### src/rtl/dct_pkg.sv
// rtl/dct_pkg.sv - shared constants and tag type for the DCT MAC sequencer
package dct_pkg;

  localparam int DCT_TAPS     = 8;
  localparam int DCT_MULT_LAT = 1;

  typedef struct packed {
    logic vld;
    logic first;
    logic last;
  } mac_tag_t;

endpackage

### src/rtl/dct_mac_tag_pipe.sv
// rtl/dct_mac_tag_pipe.sv - tag shift register tracking samples through the multiplier pipeline
module dct_mac_tag_pipe
  import dct_pkg::*;
#(
  parameter int MULT_LAT = DCT_MULT_LAT
) (
  input  logic     clk,
  input  logic     rst,
  input  logic     ena,
  input  mac_tag_t tag_in,
  output mac_tag_t tag_out,
  output logic     any_last
);

  mac_tag_t            stage_q [MULT_LAT];
  mac_tag_t            stage_d [MULT_LAT];
  logic [MULT_LAT-1:0] stage_last;

  always_comb begin
    stage_d = stage_q;
    if (ena) begin
      stage_d[0] = tag_in;
      for (int i = 1; i < MULT_LAT; i++) begin
        stage_d[i] = stage_q[i-1];
      end
    end
  end

  always_ff @(posedge clk) begin
    if (rst) begin
      for (int i = 0; i < MULT_LAT; i++) begin
        stage_q[i] <= '0;
      end
    end else begin
      stage_q <= stage_d;
    end
  end

  // Any stage carrying a vector's final tap means a result is still on its way.
  always_comb begin
    stage_last = '0;
    for (int i = 0; i < MULT_LAT; i++) begin
      stage_last[i] = stage_q[i].vld & stage_q[i].last;
    end
  end

  assign tag_out  = stage_q[MULT_LAT-1];
  assign any_last = |stage_last;

endmodule

### src/rtl/dct_mac_sequencer.sv
// rtl/dct_mac_sequencer.sv - control sequencer for one dct_unit multiply-accumulate datapath
module dct_mac_sequencer
  import dct_pkg::*;
#(
  parameter int  N_TAPS   = DCT_TAPS,
  parameter int  MULT_LAT = DCT_MULT_LAT,
  localparam int TW       = $clog2(N_TAPS)
) (
  input  logic          clk,
  input  logic          rst,
  input  logic          ena,
  input  logic          in_valid,
  input  logic          in_sof,
  output logic          in_ready,
  output logic [TW-1:0] coef_sel,
  output logic          mult_en,
  output logic          acc_clr,
  output logic          acc_en,
  output logic          res_latch,
  output logic          out_valid,
  input  logic          out_ready,
  output logic          realign
);

  localparam logic [TW-1:0] LAST_TAP = TW'(N_TAPS - 1);

  logic [TW-1:0] tap_cnt_q, tap_cnt_d;
  logic          latch_pend_q, latch_pend_d;
  logic          out_valid_q, out_valid_d;

  logic [TW-1:0] tap;
  logic          is_last_tap;
  logic          accept;
  logic          any_last;
  logic          last_in_flight;
  mac_tag_t      tag_in;
  mac_tag_t      tag_out;

  assign tap         = in_sof ? '0 : tap_cnt_q;
  assign is_last_tap = (tap == LAST_TAP);

  // Only the final tap is held back, so the result register is never overwritten
  // while earlier taps of the next vector keep streaming into the accumulator.
  assign last_in_flight = any_last | latch_pend_q;
  assign in_ready = ena & ~(is_last_tap & (last_in_flight | (out_valid_q & ~out_ready)));
  assign accept   = in_valid & in_ready;

  assign coef_sel  = tap;
  assign mult_en   = accept;
  assign realign   = accept & in_sof & (tap_cnt_q != '0);
  assign acc_en    = ena & tag_out.vld;
  assign acc_clr   = ena & tag_out.vld & tag_out.first;
  assign res_latch = ena & latch_pend_q;
  assign out_valid = out_valid_q;

  always_comb begin
    tag_in.vld   = accept;
    tag_in.first = (tap == '0);
    tag_in.last  = is_last_tap;
  end

  dct_mac_tag_pipe #(
    .MULT_LAT (MULT_LAT)
  ) u_tag_pipe (
    .clk      (clk),
    .rst      (rst),
    .ena      (ena),
    .tag_in   (tag_in),
    .tag_out  (tag_out),
    .any_last (any_last)
  );

  always_comb begin
    tap_cnt_d    = tap_cnt_q;
    latch_pend_d = latch_pend_q;
    out_valid_d  = out_valid_q;
    if (ena) begin
      if (accept) begin
        tap_cnt_d = is_last_tap ? '0 : tap + TW'(1);
      end
      latch_pend_d = tag_out.vld & tag_out.last;
      // A new latch wins over a same-edge delivery: fresh data is in the register.
      if (res_latch) begin
        out_valid_d = 1'b1;
      end else if (out_valid_q & out_ready) begin
        out_valid_d = 1'b0;
      end
    end
  end

  always_ff @(posedge clk) begin
    if (rst) begin
      tap_cnt_q    <= '0;
      latch_pend_q <= 1'b0;
      out_valid_q  <= 1'b0;
    end else begin
      tap_cnt_q    <= tap_cnt_d;
      latch_pend_q <= latch_pend_d;
      out_valid_q  <= out_valid_d;
    end
  end

endmodule
### config.mk
export PLATFORM = sky130hd
export DESIGN_NAME = dct_mac_sequencer
export DESIGN_NICKNAME = d
export VERILOG_FILES = /design/src/rtl/dct_pkg.sv /design/src/rtl/dct_mac_tag_pipe.sv /design/src/rtl/dct_mac_sequencer.sv
export SDC_FILE = /design/constraint.sdc
export NUM_CORES = 1
export LEC_CHECK = 0
export ABC_AREA = 0
export BUFFER_PORTS_ARGS = -buffer_cell sky130_fd_sc_hd__buf_2
export CORE_UTILIZATION = 25
export CTS_CLUSTER_DIAMETER = 100
export DETAILED_ROUTE_END_ITERATION = 7
export HOLD_SLACK_MARGIN = 0.15
export PLACE_DENSITY_LB_ADDON = 0.05
export RECOVER_POWER = 50
export SYNTH_ARGS = -nofsm -noshare
export SYNTH_HDL_FRONTEND = slang
export SYNTH_HIERARCHICAL = 1
export SYNTH_SLANG_ARGS = --single-unit
### constraint.sdc
create_clock -name clk -period 1.8 [get_ports clk]
set_input_delay 0.18 -clock clk [delete_from_list [all_inputs] [get_ports clk]]
set_output_delay 0.18 -clock clk [all_outputs]
set_load 0.1 [all_outputs]
# Word level (Yosys, flattened, before mapping)
# Cells that the tools add are included.
# word_totals
word_cells,32
ff_bits,8
in_bits,6
out_inout_bits,10
# op_classes
mux,4
reduce_logical,5
n_eq_ne,1
addsub,1
bitwise,15
# ops
op,count
$and A1 B1 Y1,11
$mux W3,2
$reduce_and A2 Y1,2
$add A3 B1 Y3 const B,1
$eq A3 B3 Y1 const B,1
$logic_not A3 Y1,1
$reduce_bool A3 Y1,1
$mux W1,2
$not A1 Y1,2
$or A1 B1 Y1,2
$reduce_bool A2 Y1,1

# Longest topological paths before layout
# logic_depth
ltp_word,9
ltp_mapped,7
depth_no_buf,7

# Cells and area by module
# The synthesis kept the hierarchy.
# by_module_without_submodules
mod,cells_each,area_each_um2,instances,seq_area_each_um2
dct_mac_sequencer,37,336.6,1,100.1
dct_mac_tag_pipe,10,107.6,1,60.1

# Worst setup path before layout
# No wires, ideal clock.
# synth_path
kind,register to output
startpoint,register tap_cnt_q[0]
endpoint,output port realign
path_stages_with_launch,7
n_path_buf,0
required_ps,1620
arrival_ps,3157
setup_slack_ps,-1537
path_cell_list,dfxtp_1 > nor2b_1 > ha_1 > ha_1 > o31ai_4 > and2_4 > o311a_1
# synth_between
elab_chain_len,8
# synth_rtl
item,line_no,source
from (decl),dct_mac_sequencer.sv:27,"logic [TW-1:0] tap_cnt_q, tap_cnt_d;"
from (signal assigned),dct_mac_sequencer.sv:97,tap_cnt_q <= tap_cnt_d;
$mux W3,dct_mac_sequencer.sv:39,assign tap = in_sof ? '0 : tap_cnt_q;
named net coef_sel[0],dct_mac_sequencer.sv:15,"output logic [TW-1:0] coef_sel,"
$eq A3 B3 Y1,dct_mac_sequencer.sv:40,assign is_last_tap = (tap == LAST_TAP);
named net is_last_tap,dct_mac_sequencer.sv:32,logic is_last_tap;
$and A1 B1 Y1,dct_mac_sequencer.sv:45,assign in_ready = ena & ~(is_last_tap & (last_in_flight | (out_valid_q & ~out_ready)));
$not A1 Y1,dct_mac_sequencer.sv:45,
$and A1 B1 Y1,dct_mac_sequencer.sv:45,
$and A1 B1 Y1,dct_mac_sequencer.sv:46,assign accept = in_valid & in_ready;
named net mult_en,dct_mac_sequencer.sv:16,"output logic mult_en,"
$and A1 B1 Y1 (2 in series),dct_mac_sequencer.sv:50,assign realign = accept & in_sof & (tap_cnt_q != '0);
to (decl),dct_mac_sequencer.sv:22,output logic realign
# The timed path passes the listed nets, and every way through them passes these cells.

# Final worst setup path
# layout_path
startpoint,register tap_cnt_q[1]
endpoint,output port realign
# layout_between
elab_chain_len,8
# layout_rtl
item,line_no
$mux W3,dct_mac_sequencer.sv:39
$eq A3 B3 Y1,dct_mac_sequencer.sv:40
named net is_last_tap,dct_mac_sequencer.sv:32
$and A1 B1 Y1,dct_mac_sequencer.sv:45
$not A1 Y1,dct_mac_sequencer.sv:45
$and A1 B1 Y1,dct_mac_sequencer.sv:45
$and A1 B1 Y1,dct_mac_sequencer.sv:46
$and A1 B1 Y1 (2 in series),dct_mac_sequencer.sv:50
# The timed path passes the listed nets, and every way through them passes these cells.

==> run_results.csv <==
group,metric,value,unit
pwr,peakVddDrop,0.4090,mV
sta,rsz0062_at_grt,"yes",
critical_path,reg2reg_depth,7,
synthesis,synth-simple-area-share,32.68,%
clock_network,cts_made_buffers,3,
floorplan,die_x,44.15,um
drt,vias,409,
flow_run,maxCapViolCount,0,
synthesis,synth_top_family_by_area,"simple AND/OR/NAND/NOR gates",
floorplan,die-area,0.001949,mm2
cells_and_area,insertedDiodeCount,0,
drt,wl_per_cell,12.84,um
sta,fin_crit,1829,ps
hold_path,min_to,"out_valid",
clock_network,ctsResizeCount,0,
clock_network,cts.sinks,8,
synthesis,yosysTopAreaCell,"dfxtp_1",
synthesis,synthAdderAreaFrac,8.451,%
critical_path,cpPeakStageDelay,310,ps
sta,timing.fmax,546.9,MHz
grt,grt_pass1_wl,1842,um
hold_path,min_path_type,"input pin to flop",
synthesis,muxShareOfSynthArea,6.761,%
floorplan,die_h,44.15,um
sta,fin_crit_sh,101.6,%
cells_and_area,layout-drive-gt1-share,52.11,%
hold_path,worstHoldStart,"rst",
cells_and_area,final_util,45.32,%
cells_and_area,fill_cells,158,
grt,grt_pass1_vias,426,
placement,place.gp.congestion,0.6844,
floorplan,rows,14,
sta,skew,1.849,ps
critical_path,crit_required,1620,ps
pwr,finalPower,0.4263,mW
sta,drv_slew,0,
clock_network,cts_max_level,1,
pwr,p_leak,0.3005,nW
placement,io_buffers,15,
grt,antenna_found_initial,0,
synthesis,yosys_warnings,6,
critical_path,crit_buf_inv,1,
status,status,"finished, violations left",
drt,ant_nets,0,
placement,placed_cell_area,646.9,um2
synthesis,syn_avg_cell_area,9.451,um2
cells_and_area,layout_common_cells,"9 x buf_2, 6 x buf_4, 5 x dfxtp_1",
drt,drcViolationCount,0,
grt,grt_max_degree,11,
cells_and_area,nets,82,
critical_path,cp_top_family,"simple AND/OR/NAND/NOR gates",
critical_path,reg2reg_to,"tap_cnt_q[0]",
cells_and_area,area_growth,60.85,%
sta,holdWs,212.0,ps
placement,dp_slack,137.7,ps
status,violations,"setup timing",
sta,worst_pin_slew,536.5,ps
critical_path,r2r_slack,310,ps
sta,fin_ws,-28.63,ps
critical_path,critPathSlowestCell,"dfxtp_2",
drt,drt_iter0_drc,3,
critical_path,cp-end-kind,"primary output",
cells_and_area,final_common_cell,"buf_2",
clock_network,clock_latency,260,ps
synthesis,syn-num-nets,56,
sta,relSlewSlack,64.38,%
clock_network,cts_tree,"built",
critical_path,critPathMaxFanout,3,
cells_and_area,final_cell_area,714.4,um2
cells_and_area,multi_input_area,335.3,um2
clock_network,hold_buffers,0,
critical_path,cp_data_arrival_time,1650,ps
synthesis,yosys.cell_types.count,19,
critical_path,crit-reg2reg-launch,"tap_cnt_q[1]",
critical_path,startpoint_type,"flop",
synthesis,yosysTopAreaCellShare,36.06,%
critical_path,path_cells,"nor2b_4 > ha_4 > ha_4 > o31ai_4 > and2_4 > o311a_4 > buf_12",
sta,final_hold_viol_count,0,
synthesis,synth_area,444.2,um2
clock_network,clockRootBuffer,"clkbuf_4",
floorplan,core,0.001577,mm2
clock_network,clock_tree.buffer_depth,2,
floorplan,start_util,28.17,%
synthesis,synth_cells,47,
grt,grt_overflow,0,
critical_path,crit_top_cell,"ha_4",
sta,tns,-28.63,ps
synthesis,synth_xor_area_share,0,%
sta,setup_viol,1,
grt,grt_use_total,13.87,%
critical_path,criticalPathCategory,"flop to primary output",
drt,first_pass_iters,5,
hold_path,min_path_cells,2,
drt,avgViaCountPerCell,4.701,
floorplan,io_pins,16,
clock_network,clk_pin_slew,60,ps
drt,totalWireLength,1117,um
synthesis,synth-compound-area-share,14.37,%
pwr,power_density,596.8,mW/mm2
synthesis,ys_seq_area_share,36.06,%
synthesis,synth-seq-cells,8,
cells_and_area,regArea,163.9,um2
cells_and_area,final_cells,87,
placement,dpl.cell_count,78,
synthesis,ys_top_cells_by_area,"dfxtp_1 36%, ha_1 8.5%, mux2i_1 6.8%",
## logic make-up after synthesis
kind of cell | after synthesis
AOI/OAI and AO/OA | 8
adders and majority gates | 3
muxes | 3
DFF | 8
buffers and inverters | 2
and+or+nand+nor | 23
## power breakdown
| part | total (mW) | leakage (nW) | switching (mW) | internal [mW] |
|---|---|---|---|---|
| Sequential | 0.185 | 0.0664 | 0.00240 | 0.182 |
| Clock | 0.145 | 0.0138 | 0.0684 | 0.0768 |
| Combinational | 0.0965 | 0.220 | 0.0614 | 0.0350 |
## worst register-to-register path: stages, from the launching register on
cell	delay, ps
dfxtp_2	320
nor2b_4	170
ha_4	150
ha_4	130
o31ai_4	70
and2_4	170
buf_4	150
a211oi_1	230
## flip-flops by register name, indices dropped and copies added, names as in the netlist
signal,cells
tap_cnt_q,3
u_tag_pipe/tag_out,3
latch_pend_q,1
out_valid,1
## synth_stat cells
library cell and n:
a211oi_1 1, a21oi_1 3, and2_1 4, and2_2 1, and2_4 1, and3_1 1
dfxtp_1 8, ha_1 3, inv_1 2, mux2i_1 3, nand2_1 2, nand2b_1 3
nand4b_1 2, nor2_1 4, nor2b_1 4, nor2b_4 1, o21ai_0 2, o311a_1 1
o31ai_4 1
## per-layer routing
| layer | global-route usage (%) | wire [um] |
|---|---|---|
| met3 | 6.531 | 71 |
| met2 | 20.88 | 488 |
| met5 | 0 | 0 |
| met1 | 15.56 | 525 |
| met4 | 9.091 | 31 |
## how the worst max path moves through the flow
stage	from	end	slack (ps)	depth (start not counted)
2_1_floorplan	tap_cnt_q[0]	realign	-280	6
3_5_place_dp	tap_cnt_q[0]	realign	140	7
3_3_place_gp	in_sof	realign	160	8
4_1_cts	tap_cnt_q[0]	realign	-40	7
5_1_grt	tap_cnt_q[0]	realign	-90	7
6_report	tap_cnt_q[1]	realign	-30	7
## area by class of cell
type,count,area share (%)
Inverter,2,1.051
Tap cell,16,2.802
Sequential cell,8,22.94
Multi-Input combinational cell,37,46.94
Timing Repair Buffer,21,23.12
Clock buffer,3,3.152
## timing repair
action,4_1_cts,5_1_grt
buffers inserted,6,0
endpoints found under the setup margin,1,2
pin swaps,2,2
No activity file was read; power rests on OpenSTA's default activity.
